### src/rtl/hdmi_tmds_transmitter_if.sv
// Pixel request/response bus between the TMDS transmitter and its upstream frame source.
interface hdmi_tmds_transmitter_if;
    logic        pix_req;
    logic [11:0] pix_x;
    logic [11:0] pix_y;
    logic        frame_start;
    logic [7:0]  pix_r;
    logic [7:0]  pix_g;
    logic [7:0]  pix_b;

    modport master (
        output pix_req, pix_x, pix_y, frame_start,
        input  pix_r, pix_g, pix_b
    );

    modport slave (
        input  pix_req, pix_x, pix_y, frame_start,
        output pix_r, pix_g, pix_b
    );
endinterface

### src/rtl/hdmi_tmds_transmitter.sv
// Raster timing generator plus three DC-balanced TMDS encoders producing 10-bit symbols
// for a downstream 10:1 serialiser.
module hdmi_tmds_transmitter #(
    parameter int unsigned H_ACTIVE = 640,
    parameter int unsigned H_FP     = 16,
    parameter int unsigned H_SYNC   = 96,
    parameter int unsigned H_BP     = 48,
    parameter int unsigned V_ACTIVE = 480,
    parameter int unsigned V_FP     = 10,
    parameter int unsigned V_SYNC   = 2,
    parameter int unsigned V_BP     = 33,
    parameter bit          HS_POL   = 1'b0,
    parameter bit          VS_POL   = 1'b0
) (
    input  logic                           clk,
    input  logic                           rst,
    hdmi_tmds_transmitter_if.master        pix,
    output logic [9:0]                     tmds_ch0,
    output logic [9:0]                     tmds_ch1,
    output logic [9:0]                     tmds_ch2
);
    localparam int unsigned CW      = 12;
    localparam int unsigned DW      = 8;
    localparam int unsigned SW      = 10;
    localparam int unsigned H_TOTAL = H_ACTIVE + H_FP + H_SYNC + H_BP;
    localparam int unsigned V_TOTAL = V_ACTIVE + V_FP + V_SYNC + V_BP;
    localparam logic [SW-1:0] CTL_00 = 10'b1101010100;
    localparam logic [SW-1:0] CTL_01 = 10'b0010101011;
    localparam logic [SW-1:0] CTL_10 = 10'b0101010100;
    localparam logic [SW-1:0] CTL_11 = 10'b1010101011;

    logic [CW-1:0] x_q;
    logic [CW-1:0] y_q;
    logic          de0;
    logic          hs0;
    logic          vs0;

    // Stage 0: raster counters
    always_ff @(posedge clk) begin
        if (rst) begin
            x_q <= '0;
            y_q <= '0;
        end else if (x_q == CW'(H_TOTAL - 1)) begin
            x_q <= '0;
            y_q <= (y_q == CW'(V_TOTAL - 1)) ? '0 : y_q + CW'(1);
        end else begin
            x_q <= x_q + CW'(1);
        end
    end

    assign de0 = (x_q < CW'(H_ACTIVE)) && (y_q < CW'(V_ACTIVE));
    assign hs0 = (x_q >= CW'(H_ACTIVE + H_FP)) && (x_q < CW'(H_ACTIVE + H_FP + H_SYNC));
    assign vs0 = (y_q >= CW'(V_ACTIVE + V_FP)) && (y_q < CW'(V_ACTIVE + V_FP + V_SYNC));

    assign pix.pix_req     = de0;
    assign pix.pix_x       = x_q;
    assign pix.pix_y       = y_q;
    assign pix.frame_start = (x_q == '0) && (y_q == '0);

    logic                 de1;
    logic                 hs1;
    logic                 vs1;
    logic [2:0][DW-1:0]   px1;

    // Stage 1: physical sync levels and pixel capture; data outside active video is dropped
    always_ff @(posedge clk) begin
        if (rst) begin
            de1 <= 1'b0;
            hs1 <= 1'b0;
            vs1 <= 1'b0;
            px1 <= '0;
        end else begin
            de1 <= de0;
            hs1 <= hs0 ? HS_POL : ~HS_POL;
            vs1 <= vs0 ? VS_POL : ~VS_POL;
            if (de0) begin
                px1 <= {pix.pix_r, pix.pix_g, pix.pix_b};
            end
        end
    end

    // Stage 2: one encoder per channel; index 0 = blue (carries sync), 1 = green, 2 = red
    for (genvar ch = 0; ch < 3; ch++) begin : g_enc
        logic [DW-1:0]     din;
        logic [1:0]        ctl;
        logic [3:0]        n1;
        logic [3:0]        n1m;
        logic              use_xnor;
        logic [8:0]        qm;
        logic signed [4:0] bal;
        logic signed [4:0] cnt_q;
        logic signed [4:0] cnt_d;
        logic [SW-1:0]     sym_q;
        logic [SW-1:0]     sym_d;

        assign din = px1[ch];
        assign ctl = (ch == 0) ? {vs1, hs1} : 2'b00;

        always_comb begin
            sym_d = CTL_00;
            cnt_d = '0;
            n1    = '0;
            n1m   = '0;
            for (int i = 0; i < 8; i++) begin
                n1 = n1 + 4'(din[i]);
            end
            use_xnor = (n1 > 4'd4) || ((n1 == 4'd4) && !din[0]);
            qm[0]    = din[0];
            for (int i = 1; i < 8; i++) begin
                qm[i] = use_xnor ? ~(qm[i-1] ^ din[i]) : (qm[i-1] ^ din[i]);
            end
            qm[8] = ~use_xnor;
            for (int i = 0; i < 8; i++) begin
                n1m = n1m + 4'(qm[i]);
            end
            // N1 - N0 in two's complement; modular 5-bit subtraction gives the right bits
            bal = 5'(n1m) - 5'(4'd8 - n1m);

            if (!de1) begin
                unique case (ctl)
                    2'b00:   sym_d = CTL_00;
                    2'b01:   sym_d = CTL_01;
                    2'b10:   sym_d = CTL_10;
                    default: sym_d = CTL_11;
                endcase
            end else if ((cnt_q == 5'sd0) || (n1m == 4'd4)) begin
                sym_d = {~qm[8], qm[8], (qm[8] ? qm[7:0] : ~qm[7:0])};
                cnt_d = qm[8] ? (cnt_q + bal) : (cnt_q - bal);
            end else if (((cnt_q > 5'sd0) && (n1m > 4'd4)) || ((cnt_q < 5'sd0) && (n1m < 4'd4))) begin
                sym_d = {1'b1, qm[8], ~qm[7:0]};
                cnt_d = cnt_q + (qm[8] ? 5'sd2 : 5'sd0) - bal;
            end else begin
                sym_d = {1'b0, qm[8], qm[7:0]};
                cnt_d = cnt_q + bal - (qm[8] ? 5'sd0 : 5'sd2);
            end
        end

        always_ff @(posedge clk) begin
            if (rst) begin
                cnt_q <= '0;
                sym_q <= CTL_00;
            end else begin
                cnt_q <= cnt_d;
                sym_q <= sym_d;
            end
        end
    end

    assign tmds_ch0 = g_enc[0].sym_q;
    assign tmds_ch1 = g_enc[1].sym_q;
    assign tmds_ch2 = g_enc[2].sym_q;
endmodule

### src/flat_wrapper.sv
// flat-port wrapper written by rule: the top's interface ports become plain ports
module hdmi_tmds_transmitter_flat 
#(
    parameter int unsigned H_ACTIVE = 640,
    parameter int unsigned H_FP     = 16,
    parameter int unsigned H_SYNC   = 96,
    parameter int unsigned H_BP     = 48,
    parameter int unsigned V_ACTIVE = 480,
    parameter int unsigned V_FP     = 10,
    parameter int unsigned V_SYNC   = 2,
    parameter int unsigned V_BP     = 33,
    parameter bit          HS_POL   = 1'b0,
    parameter bit          VS_POL   = 1'b0
)
  (clk, rst, tmds_ch0, tmds_ch1, tmds_ch2, pix_pix_req, pix_pix_x, pix_pix_y, pix_frame_start, pix_pix_r, pix_pix_g, pix_pix_b);
  hdmi_tmds_transmitter_if pix_i ();
  input  logic clk;
  input  logic rst;
  output logic [9:0] tmds_ch0;
  output logic [9:0] tmds_ch1;
  output logic [9:0] tmds_ch2;
  output wire logic [$bits(pix_i.pix_req)-1:0] pix_pix_req;
  output wire logic [$bits(pix_i.pix_x)-1:0] pix_pix_x;
  output wire logic [$bits(pix_i.pix_y)-1:0] pix_pix_y;
  output wire logic [$bits(pix_i.frame_start)-1:0] pix_frame_start;
  input wire logic [$bits(pix_i.pix_r)-1:0] pix_pix_r;
  input wire logic [$bits(pix_i.pix_g)-1:0] pix_pix_g;
  input wire logic [$bits(pix_i.pix_b)-1:0] pix_pix_b;
  assign pix_pix_req = pix_i.pix_req;
  assign pix_pix_x = pix_i.pix_x;
  assign pix_pix_y = pix_i.pix_y;
  assign pix_frame_start = pix_i.frame_start;
  assign pix_i.pix_r = pix_pix_r;
  assign pix_i.pix_g = pix_pix_g;
  assign pix_i.pix_b = pix_pix_b;
  hdmi_tmds_transmitter #(.H_ACTIVE(H_ACTIVE), .H_FP(H_FP), .H_SYNC(H_SYNC), .H_BP(H_BP), .V_ACTIVE(V_ACTIVE), .V_FP(V_FP), .V_SYNC(V_SYNC), .V_BP(V_BP), .HS_POL(HS_POL), .VS_POL(VS_POL)) u_core (.clk(clk), .rst(rst), .pix(pix_i), .tmds_ch0(tmds_ch0), .tmds_ch1(tmds_ch1), .tmds_ch2(tmds_ch2));
endmodule
### config.mk
export PLATFORM = sky130hd
export DESIGN_NAME = hdmi_tmds_transmitter_flat
export DESIGN_NICKNAME = d
export VERILOG_FILES = /design/src/rtl/hdmi_tmds_transmitter_if.sv /design/src/rtl/hdmi_tmds_transmitter.sv /design/src/flat_wrapper.sv
export SDC_FILE = /design/constraint.sdc
export NUM_CORES = 1
export LEC_CHECK = 0
export CAP_MARGIN = 0
export CORE_MARGIN = 2
export CORE_UTILIZATION = 53
export CTS_CLUSTER_SIZE = 28
export DETAILED_ROUTE_END_ITERATION = 8
export PLACE_DENSITY = 0.86
export SYNTH_ARGS = -nofsm -noshare
export SYNTH_HDL_FRONTEND = slang
export SYNTH_SLANG_ARGS = --single-unit
### constraint.sdc
create_clock -name clk -period 10 [get_ports clk]
set_input_delay 2 -clock clk [delete_from_list [all_inputs] [get_ports clk]]
set_output_delay 2 -clock clk [all_outputs]
set_load 0.02 [all_outputs]
# After elaboration in Yosys (flattened, before gate mapping)
# Index checks and enable logic that the tools add are counted.
# classes
add_sub_neg	65
mul	0
div	0
magnitude_cmp	21
n_eq_ne	10
n_shift	0
mux	50
n_bitwise	49
reduce_logical	33
# ops
op	n
adder 4 x 1 -> 4 bit	36
2-to-1 mux 10 bit	7
2-to-1 mux 5 bit	9
subtractor 5 bit	9
adder 5 bit	6
case mux 10 bit (3 select lines)	1
inverter 1 bit	25
adder 12 x 1 -> 12 bit (second input constant)	2
equality test 12 x 10 -> 1 bit (second input constant)	2
equality test 4 x 3 -> 1 bit (second input constant)	6
greater-than comparator 4 x 3 -> 1 bit (second input constant)	6
logical NOT 12 bit	2
< comparator 12 x 10 -> 1 bit (second input constant)	2
< comparator 12 x 9 -> 1 bit (second input constant)	2
2-to-1 mux 8 bit	3
inverter 8 bit	3
2-to-1 mux 1 bit	23
XOR 1 bit	21
greater-than comparator 5 x 1 -> 1 bit (second input constant)	3
logical NOT 5 bit	3
< comparator 5 x 1 -> 1 bit (second input constant)	3
subtractor 4 x 4 -> 5 bit (first input constant)	3
subtractor 4 x 5 -> 5 bit	3
logical AND 1 bit	13
other kinds (12)	35
# word_totals
ff_bits	96
latch_bits	0
ramBits	0
mem_bits_ro	0
out_inout_bits	56
word_cells	242
mem_count	0

# Depth between registers and ports, before layout
# depth
word_depth	36
depth_mapped	28
ltp_nobuf	28

# Least setup slack after synthesis
# No wires, ideal clock.
# synth_path
path_type	register -> register
startpoint	reg u_core.px1 (netlist bit u_core.g_enc[2].din[0])
endpoint	reg u_core.g_enc[2].sym_q[1], in the netlist u_core.tmds_ch2[1]
setup_time_ns	0.128
arrival_ns	7.432
setup_slack_ns	2.440
stages_incl_launch_ff	29
synth_period_minus_slack_ns	7.560
cell_sequence	dfxtp_1 ha_1 inv_1 fa_1 fa_1 inv_1 fa_1 fa_1 or3b_2 a21o_1 nand2_1 xnor2_1 ha_1 inv_1 fa_1 inv_1 fa_1 fa_1 inv_1 fa_1 xnor2_1 inv_1 ha_1 or2_2 o31ai_1 nor3_1 o21ai_1 xnor2_1 nor2_1
# synth_between
elab_chain_cells	35
# synth_lines
element	line	text
start, declared	hdmi_tmds_transmitter.sv:63	logic [2:0][DW-1:0] px1;
start signal, assigned	hdmi_tmds_transmitter.sv:77	px1 <= {pix.pix_r, pix.pix_g, pix.pix_b};
branches (longest 34 deep; another with adder 4 x 1 -> 4 bit)	-	
2-to-1 mux 10 bit (*)	hdmi_tmds_transmitter.sv:126	end else if ((cnt_q == 5'sd0) || (n1m == 4'd4)) begin
end signal, assigned	hdmi_tmds_transmitter.sv:144	sym_q <= sym_d;
end, declared	hdmi_tmds_transmitter.sv:93	logic [SW-1:0] sym_q;
# Mark *: on every way between the ends.
# A chain may end at the register's enable or synchronous reset.

# Final worst setup path
# Same ends and word-level chain as after synthesis.

==> metrics.md <==
| Metric | Value |
|---|---|
| Outcome | finished clean |
| Layout Utilization | 64.2% |
| DIE AREA | 13900 um2 |
| Max incr delay on CP | 0.60 ns |
| Slowest CP cell | o31ai_1 |
| Final Skew | 0.00575 ns |
| YS warnings | 0 |
| Setup violations, final | 0 |
| Core area | 12700 um2 |
| Fmax | 119 MHz |
| WL met2 | 7110 um |
| Yosys reg bits | 93 |
| CTS tree | built |
| Cts hold-fix bufs | 0 |
| RD Place Congestion | 0.910 |
| Area contributors post-synth | dfxtp_1 27%, ha_1 13%, fa_1 10% |
| Gr ovfl total | 0 |
| Initial antenna violation count | 0 |
| Nets | 993 |
| Hold Path End | u_core.g_enc[2].din[6] |
| DRT Pass-1 Iters | 4 |
| Slew @ Worst Pin | 1.06 ns |
| Most frequent CP cell | fa_1 |
| Vias in the first global route | 5434 |
| CTS H-tree lvls | 3 |
| Area growth syn-to-layout | 18.0% |
| Initial Utilization | 54.4% |
| CTS root buf | clkbuf_16 |
| Half-perimeter wire length after detailed placement | 11400 um |
| Main synth FF type | dfxtp_1 |
| Post-route insts no fill | 1036 |
| Mapped Nets | 916 |
| Setup TNS | 0 ns |
| Period utilization | 84.2% |
| Syn Area/Cell | 8.80 um2 |
| Row count | 41 |
| EDFF count, synth | 0 |
| Crit path capture type | flop |
| Synth top area share | 27.0% |
| First-pass GRT wire length | 25000 um |
| Mapped Area | 6890 um2 |
| CTS buffer count | 9 |
| # DRC | 0 |
| WL final | 14700 um |
| Worst min path class | flop to flop |
| Worst-path clk slew | 0.06 ns |
| R2R cell count | 28 |
| Max-slew violations | 0 |
| Crit path max fanout | 7 |
| Pin count of the biggest net entering global routing | 40 |
| Yosys top cell by area | dfxtp_1 |
| IO Port Bufs | 81 |
| Synth Instances | 783 |
| Min Tclk post-route | 8.42 ns |
| Critical path required time | 10.19 ns |
| Layout cells sized above 1 | 3.82% |
| Cell variety after synth | 65 |
| Wire per inst | 14.2 um |
| CTS Sinks | 93 |
| Max-cap violations | 0 |
| Drt initial violations | 239 |
| Slew headroom | 29.2% |
| Overall routing resource usage | 22.0% |
| Final worst slack | 1.58 ns |
| RR Startpoint | u_core.g_enc[2].din[0] |
| Inst Count DP | 1021 |
| Worst-Skew Late Latency | 0.35 ns |
| Hold_sp | u_core.g_enc[2].din[6] |
| R2R setup slack | 1.58 ns |
| # diodes | 0 |
| Vias per Instance | 5.25 |
| FF-to-FF End | u_core.tmds_ch2[1] |
| Register area share after synthesis | 27.0% |
| Post-route ant nets | 0 |
| Met1 WL | 6580 um |
| Max Used Layer | met4 |
| Cts repair resizes | 0 |
| Hold violation total from the final report | 0 |
| Worst hold path stage count | 2 |
| Met3 WL post-DR | 792 um |
| Ys async rst share | 0% |
| Die Ht | 118 um |
| Startpoint types | flop |
| Die Wd | 118 um |
| Worst path arrival time | 8.62 ns |
| Top-Level Pins | 82 |
| Place WS | 1.71 ns |
| Setup CP Type | flop to flop |
| Clk buf depth | 2 |
| Postcts setup bufs | 0 |
| Setup repair after global routing missed its margin | false |
| DR vias | 5439 |
==> cells in the final DEF (no fill, tap or decap), types with 36 or more instances in the layout <==
master,netlist,layout
fa_1,36,36
dfxtp_1,93,93
a21oi_1,56,56
xor2_1,45,45
clkdlybuf4s50_1,0,81
ha_1,71,71
nor2_1,73,73
nand2_1,76,76
inv_1,96,96
xnor2_1,66,66
==> flip-flops by register name, indices dropped and copies added, names as in the netlist <==
signal and flops:
u_core.tmds_ch0 10, u_core.de1 1, u_core.tmds_ch1 10, u_core.tmds_ch2 10
u_core.hs1 1, u_core.vs1 1, u_core.g_enc.din 24, u_core.pix.pix_x 12
u_core.pix.pix_y 12, u_core.g_enc.cnt_q 12
==> cells in the mapped netlist, types with 4 or more instances <==
library cell  count
inv_1            96
dfxtp_1          93
nand2_1          76
nor2_1           73
ha_1             71
xnor2_1          66
a21oi_1          56
xor2_1           45
fa_1             36
nand3_1          13
o21ai_0          12
clkbuf_1         11
nor3_1           11
a211oi_1         10
nand4_1          10
mux2i_1           8
o21bai_1          6
and3_1            5
buf_2             5
o211ai_1          5
and2_1            4
nand2b_1          4
nor3b_1           4
nor4_1            4
or3_1             4
==> per-stage QoR <==
stage	hold WS, ns	cell area (um2)
floorplan	0.436	6890
global placement	0.442	7840
detailed placement	0.449	7840
CTS	0.458	8130
global route	0.482	8130
finish	0.454	8130
==> cells by family (layout without fill, tap and decap cells) <==
group | count (synthesis) | in the layout | synth area share, %
and+or+nand+nor | 228 | 228 | 15.7
buffers and inverters | 117 | 198 | 6.92
xor gates and xnor gates | 116 | 116 | 15.7
AOI/OAI and AO/OA | 114 | 114 | 10.1
adders and majority gates | 107 | 107 | 23.4
DFF | 93 | 93 | 27.0
muxes | 8 | 8 | 1.16
==> critical path, delay by kind of cell (launching register included) <==
family	cells	cell delay, ns
fa+ha+maj	11	4.23
compound gates	3	1.25
simple gates	5	1.20
xor+xnor	3	0.64
buf+inv	6	0.49
flops	1	0.47
==> how the worst max path moves through the flow <==
| stage | endpoint | slack (ns) | from |
|---|---|---|---|
| 3_3_place_gp | u_core.tmds_ch2[1] | 1.92 | u_core.g_enc[2].din[0] |
| 3_5_place_dp | u_core.tmds_ch2[1] | 1.71 | u_core.g_enc[2].din[0] |
| 6_report | u_core.tmds_ch2[1] | 1.58 | u_core.g_enc[2].din[0] |
| 5_1_grt | u_core.tmds_ch2[1] | 1.17 | u_core.g_enc[2].din[0] |
| 4_1_cts | u_core.tmds_ch2[1] | 1.63 | u_core.g_enc[2].din[0] |
| 2_1_floorplan | u_core.tmds_ch2[1] | 2.44 | u_core.g_enc[2].din[0] |
==> routing by layer <==
layer / GRT usage, % / vias to the layer above
met5: 0 / -
met4: 6.48 / 0
met3: 4.46 / 23
met2: 37.8 / 143
met1: 28.0 / 2563
li1: - / 2710
==> final cells by class <==
cell class,count,area (um2)
inverter,98,373
clock inverter,5,60.1
tap,172,215
timing repair buffer,85,841
clock buffer,10,229
fill,1005,4540
sequential,93,1860
multi-input combinational,573,4550
Power is left out: the tool's default activity adds up to more than one toggle a clock period on the data nets, which glitch-free logic cannot reach.
